===== config.mk =====
export PLATFORM = sky130hd
export DESIGN_NAME = hazard_stall_ctrl
export DESIGN_NICKNAME = d
export VERILOG_FILES = /design/src/rtl/hazard_stall_ctrl.sv
export SDC_FILE = /design/constraint.sdc
export NUM_CORES = 1
export LEC_CHECK = 0
export CORE_ASPECT_RATIO = 1.4
export CORE_MARGIN = 2
export CORE_UTILIZATION = 35
export CTS_BUF_LIST = sky130_fd_sc_hd__clkbuf_2 sky130_fd_sc_hd__clkbuf_4 sky130_fd_sc_hd__clkbuf_8
export CTS_CLUSTER_DIAMETER = 200
export DETAILED_ROUTE_END_ITERATION = 8
export GPL_TIMING_DRIVEN = 0
export PLACE_DENSITY_LB_ADDON = 0.05
export SLEW_MARGIN = 30
export SYNTH_ARGS = -nofsm -noshare
export SYNTH_HDL_FRONTEND = slang
export SYNTH_SLANG_ARGS = --single-unit

===== constraint.sdc =====
create_clock -name clk -period 2.18 [get_ports clk]
set_clock_uncertainty 0.2 [all_clocks]
set_input_delay 0.218 -clock clk [delete_from_list [all_inputs] [get_ports clk]]
set_output_delay 0.218 -clock clk [all_outputs]
set_load 0.02 [all_outputs]

===== src/rtl/hazard_stall_ctrl.sv =====
// rtl/hazard_stall_ctrl.sv - pipeline hazard stall/flush/freeze controller
// Resolves memory-wait, taken-branch and load-use hazards into per-stage hold, bubble and flush controls.
module hazard_stall_ctrl #(
  parameter int unsigned BR_EXTRA = 1,
  parameter int unsigned CNT_W    = 16
) (
  input  logic             clk,
  input  logic             reset,
  input  logic [4:0]       id_rs1_addr,
  input  logic [4:0]       id_rs2_addr,
  input  logic             id_uses_rs1,
  input  logic             id_uses_rs2,
  input  logic [4:0]       ex_rd_addr,
  input  logic             ex_rd_we,
  input  logic             ex_is_load,
  input  logic             ex_branch_taken,
  input  logic             mem_req,
  input  logic             mem_ack,
  output logic [4:0]       stall,
  output logic             freeze,
  output logic [1:0]       state,
  output logic [CNT_W-1:0] stall_count
);

  typedef enum logic [1:0] {
    ST_RUN      = 2'd0,
    ST_MEM_WAIT = 2'd1,
    ST_FLUSH    = 2'd2
  } state_e;

  localparam logic [2:0] FLUSH_INIT = 3'(BR_EXTRA);

  localparam logic [4:0] STALL_NONE = 5'b00000;
  localparam logic [4:0] STALL_MEM  = 5'b10000;
  localparam logic [4:0] STALL_BR   = 5'b01100;
  localparam logic [4:0] STALL_LU   = 5'b00111;
  localparam logic [4:0] STALL_FL   = 5'b01000;

  localparam logic [CNT_W-1:0] CNT_ONE = {{(CNT_W-1){1'b0}}, 1'b1};
  localparam logic [CNT_W-1:0] CNT_MAX = {CNT_W{1'b1}};

  state_e           state_q, state_d;
  logic [2:0]       flush_cnt_q, flush_cnt_d;
  logic [CNT_W-1:0] stall_count_q, stall_count_d;

  logic       mem_wait;
  logic       rs1_hit;
  logic       rs2_hit;
  logic       load_use;
  logic       run_eval;
  logic       run_mem_wait;
  logic [4:0] stall_c;
  logic       freeze_c;

  assign mem_wait = mem_req & ~mem_ack;
  assign rs1_hit  = id_uses_rs1 && (id_rs1_addr == ex_rd_addr);
  assign rs2_hit  = id_uses_rs2 && (id_rs2_addr == ex_rd_addr);
  // x0 is hard-wired zero, so a load targeting it never creates a dependency
  assign load_use = ex_is_load && ex_rd_we && (ex_rd_addr != 5'd0) && (rs1_hit || rs2_hit);

  always_comb begin
    state_d      = state_q;
    flush_cnt_d  = flush_cnt_q;
    stall_c      = STALL_NONE;
    freeze_c     = 1'b0;
    run_eval     = 1'b0;
    run_mem_wait = mem_wait;

    case (state_q)
      ST_RUN: begin
        run_eval = 1'b1;
      end
      ST_MEM_WAIT: begin
        if (!mem_ack) begin
          freeze_c = 1'b1;
          stall_c  = STALL_MEM;
        end else begin
          // the completing access releases the pipeline into normal RUN evaluation
          run_eval     = 1'b1;
          run_mem_wait = 1'b0;
        end
      end
      ST_FLUSH: begin
        // EX/ID hold bubbles here, so branch and load-use inputs are meaningless
        if (mem_wait) begin
          freeze_c = 1'b1;
          stall_c  = STALL_MEM;
        end else begin
          stall_c = STALL_FL;
          if (flush_cnt_q <= 3'd1) begin
            state_d     = ST_RUN;
            flush_cnt_d = 3'd0;
          end else begin
            flush_cnt_d = flush_cnt_q - 3'd1;
          end
        end
      end
      default: begin
        state_d     = ST_RUN;
        flush_cnt_d = 3'd0;
      end
    endcase

    if (run_eval) begin
      if (run_mem_wait) begin
        freeze_c = 1'b1;
        stall_c  = STALL_MEM;
        state_d  = ST_MEM_WAIT;
      end else if (ex_branch_taken) begin
        stall_c = STALL_BR;
        if (FLUSH_INIT != 3'd0) begin
          state_d     = ST_FLUSH;
          flush_cnt_d = FLUSH_INIT;
        end else begin
          state_d     = ST_RUN;
          flush_cnt_d = 3'd0;
        end
      end else begin
        state_d = ST_RUN;
        if (load_use) begin
          stall_c = STALL_LU;
        end
      end
    end
  end

  always_comb begin
    stall_count_d = stall_count_q;
    if ((freeze_c || (stall_c != STALL_NONE)) && (stall_count_q != CNT_MAX)) begin
      stall_count_d = stall_count_q + CNT_ONE;
    end
  end

  always_ff @(posedge clk or negedge reset) begin
    if (!reset) begin
      state_q       <= ST_RUN;
      flush_cnt_q   <= 3'd0;
      stall_count_q <= '0;
    end else begin
      state_q       <= state_d;
      flush_cnt_q   <= flush_cnt_d;
      stall_count_q <= stall_count_d;
    end
  end

  // reset gates the combinational outputs so nothing leaks out while it is held
  assign stall       = reset ? stall_c : STALL_NONE;
  assign freeze      = reset ? freeze_c : 1'b0;
  assign state       = state_q;
  assign stall_count = stall_count_q;

endmodule


==> run_results.csv, run 1 <==
group,metric,value,unit
status,status,"finished with violations",
status,violations,"negative setup slack",
route,drc,0,
floorplanning,die_area,0.004605,mm^2
critical_path,r2r_end,"stall_count[15]",
yosys,synth_top_area_cell,"dfrtp_1",
power,power_density,1117,mW/mm^2
route,ant_nets,0,
place,hpwl,2707,um
route,dr.pass1.iters,4,
yosys,synth_common_cells,"dfrtp_1 (21), nand2_1 (20), nor2_1 (12), xnor2_1 (12), xor2_1 (12)",
critical_path,path_class,"in -> reg",
critical_path,cp-end-kind,"register",
timing,clock.fmax,0.4460,GHz
route,routed_wl,3715,um
grt,grt-ovfl-total,0,
flow_run,maxCapViolCount,0,
clock_tree,cts_tree,"built",
timing,setup_tns,-0.5912,ns
place,gp_congestion,0.7677,
grt,grt_pass1_wl,6182,um
timing,min_period,2.242,ns
power,p_sw,1.129,mW
power,seq_power_share,27.9,%
final_layout,fin_nets,254,
yosys,synth_top_area_share,36.87,%
grt,grt_pass1_vias,1361,
yosys,synthArstFlopShare,100.0,%
yosys,synth_area_per_cell,9.254,um^2
grt,track_usage,16.98,%
clock_tree,cts_buffer_depth,2,
final_layout,layout-drive-gt1-share,35.87,%
yosys,synth_area,0.001425,mm^2
floorplanning,die_h,79.50,um
timing,setup_viol,15,
critical_path,required,2.11,ns
timing,setup_ws,-0.06193,ns
clock_tree,clk_latency,0.26,ns
route,num_vias,1340,
floorplanning,core-area,0.003919,mm^2
clock_tree,ctsRootBufferMaster,"clkbuf_8",
timing,tightest_slew,0.4617,ns
place,port_buffers,46,
power,p_leak,1.009,nW
timing,hold_viol,0,
final_layout,utilization,59.16,%
clock_tree,cts_buffers,3,
floorplanning,initial_core_util,36.37,%
floorplanning,dieWidth,57.93,um
critical_path,worstReg2RegStart,"state[0]",
timing,whs,0.09765,ns
critical_path,rrSetupSlack,-0.05,ns
power,internal_power,1.462,mW
yosys,yosysWarnings,0,
timing,rsz0062_at_grt,"true",
route,drtIter0Drc,21,
grt,antenna_found_initial,0,
timing,slew-limit-headroom,69.22,%
power,p_sw_share,43.57,%
critical_path,cp-start-kind,"input port",
critical_path,rr_worst_depth,10,
floorplanning,core.rowCount,27,
floorplanning,io_pins,48,
timing,fin_crit_sh,102.8,%
min_path,hp-class,"in -> reg",
yosys,synth_edf_count,0,
final_layout,fillers,353,
clock_tree,clk_pin_slew,0.07,ns
min_path,min_path_cells,2,
route,vias_per_cell,5.038,
critical_path,crit_path_start,"ex_rd_addr[2]",
route,avgRoutedWirePerCell,13.97,um
timing,slew_viol_final,0,
clock_tree,cts.sinks,21,
yosys,synth-seq-cells,21,
power,power_frac_clock,9.7,%
yosys,ys.flop_type,"dfrtp_1",
clock_tree,htreeDepth,1,
yosys,synth_area_leaders,"dfrtp_1 (37%), xnor2_1 (7.4%), xor2_1 (7.4%)",
power,peakVddDrop,0.9178,mV
yosys,seq_area_frac_synth,36.87,%
yosys,yosysUniqueCellTypes,35,
final_layout,antenna_cells,0,
grt,grt_max_degree,22,
yosys,synth_nets,184,
power,combPwrFrac,62.4,%
final_layout,syn2layout_area_growth,62.69,%
critical_path,path_max_fanout,7,
yosys,synthCells,154,
yosys,yosysMostFrequentCell,"dfrtp_1",
critical_path,crit_arrival,2.17,ns
critical_path,endpoint,"stall_count[15]",
## worst max-delay path: stages
cell	delay, ns
clkdlybuf4s15_2	0.21
or4_4	0.50
o211ai_4	0.22
nor2b_4	0.07
buf_6	0.12
a211oi_4	0.41
buf_6	0.21
nor4_2	0.06
xor2_1	0.14
## worst min path at each step
stage                     endpoint       startpoint  slack (ns)
finish              flush_cnt_q[1]  ex_branch_taken         0.1
global placement    stall_count[7]   stall_count[7]        0.29
global route        flush_cnt_q[1]  ex_branch_taken        0.10
CTS                 flush_cnt_q[1]  ex_branch_taken        0.07
detailed placement  stall_count[2]            reset        0.02
floorplan           flush_cnt_q[0]            reset       -0.28
## stage by stage
step,instances,setup WS (ns),area [um^2],power (mW)
6_report,266,-0.06193,2318,2.591
5_1_grt,266,-0.1738,2318,2.776
4_1_cts,257,-0.1123,2146,2.438
3_5_place_dp,243,-1.002,1994,2.051
3_3_place_gp,243,-0.9655,1999,2.037
2_1_floorplan,154,-0.02207,1485,1.548
## final cells by class
class,instances,area [um^2],share of cell area [%]
Tap cell,43,53.80,2.321
Buffer,4,31.28,1.349
Multi-Input combinational cell,121,1016,43.82
Timing Repair Buffer,65,608.1,26.23
Sequential cell,21,528.0,22.77
Inverter,8,35.03,1.511
Clock inverter,1,5.005,0.2159
Clock buffer,3,41.29,1.781
## registers in the layout, summed over array words and instances (netlist names)
| register | flops |
|---|---|
| stall_count | 16 |
| flush_cnt_q | 3 |
| state | 2 |
## cell usage in the layout (no fill, tap or decap), types with 2 or more instances in the layout
cell	count
clkdlybuf4s50_1	26
dfrtp_1	19
buf_4	18
nand2_1	16
xor2_1	12
xnor2_1	11
nor2_1	10
nand3_1	10
dlymetal6s2s_1	8
buf_6	6
buf_2	5
inv_1	5
o21ai_0	4
nor3_2	4
nor4_2	4
nand2_2	3
nand4_1	3
nor3_4	3
mux2_2	3
ha_1	3
clkbuf_8	3
inv_4	2
o21ai_4	2
nand2b_1	2
a21oi_1	2
a21oi_4	2
nor3b_2	2
o21ai_2	2
nor2_2	2
ha_4	2
dlygate4sd2_1	2
dfrtp_2	2
## kinds of logic (layout without fill, tap and decap cells)
kind of cell	count (synthesis)	count (layout)	share of synthesized area (%)
and+or+nand+nor	68	68	25.64
adders and majority gates	6	6	5.268
AOI/OAI and AO/OA	20	20	11.06
DFF	21	21	36.87
xor gates and xnor gates	24	24	14.75
buffers and inverters	12	81	4.038
muxes	3	3	2.370
## routing by layer
metal  track usage, %  routed length (um)  up-vias
met2            31.59                2151       31
met4            5.116                  37        0
met3            2.107                 146        4
li1                 -                   -      667
met1            19.76                1379      638
met5                0                   0        -
## power by group through the flow
stage / Combinational, mW / Sequential (mW) / Clock [mW]
2_1_floorplan: 0.688 / 0.859 / 0
3_3_place_gp: 1.31 / 0.725 / 0
3_5_place_dp: 1.32 / 0.731 / 0
4_1_cts: 1.46 / 0.722 / 0.258
5_1_grt: 1.74 / 0.754 / 0.283
6_report: 1.62 / 0.722 / 0.251
## timing repair
action	in CTS	in global routing
cloned	1	0
hold buffers	1	1
setup endpoints to repair	22	22
gates resized for setup	52	32
hold endpoints to repair	21	21
buffers inserted	8	8
pin swaps	13	16
No activity file was read; power rests on OpenSTA's default activity.
==> run 2, diff against run 1 <==
CTS_BUF_LIST = not set   (was sky130_fd_sc_hd__clkbuf_2 sky130_fd_sc_hd__clkbuf_4 sky130_fd_sc_hd__clkbuf_8)
==> results of run 2 <==
No change in the layout: final DEF, timing and power equal those of run 1.
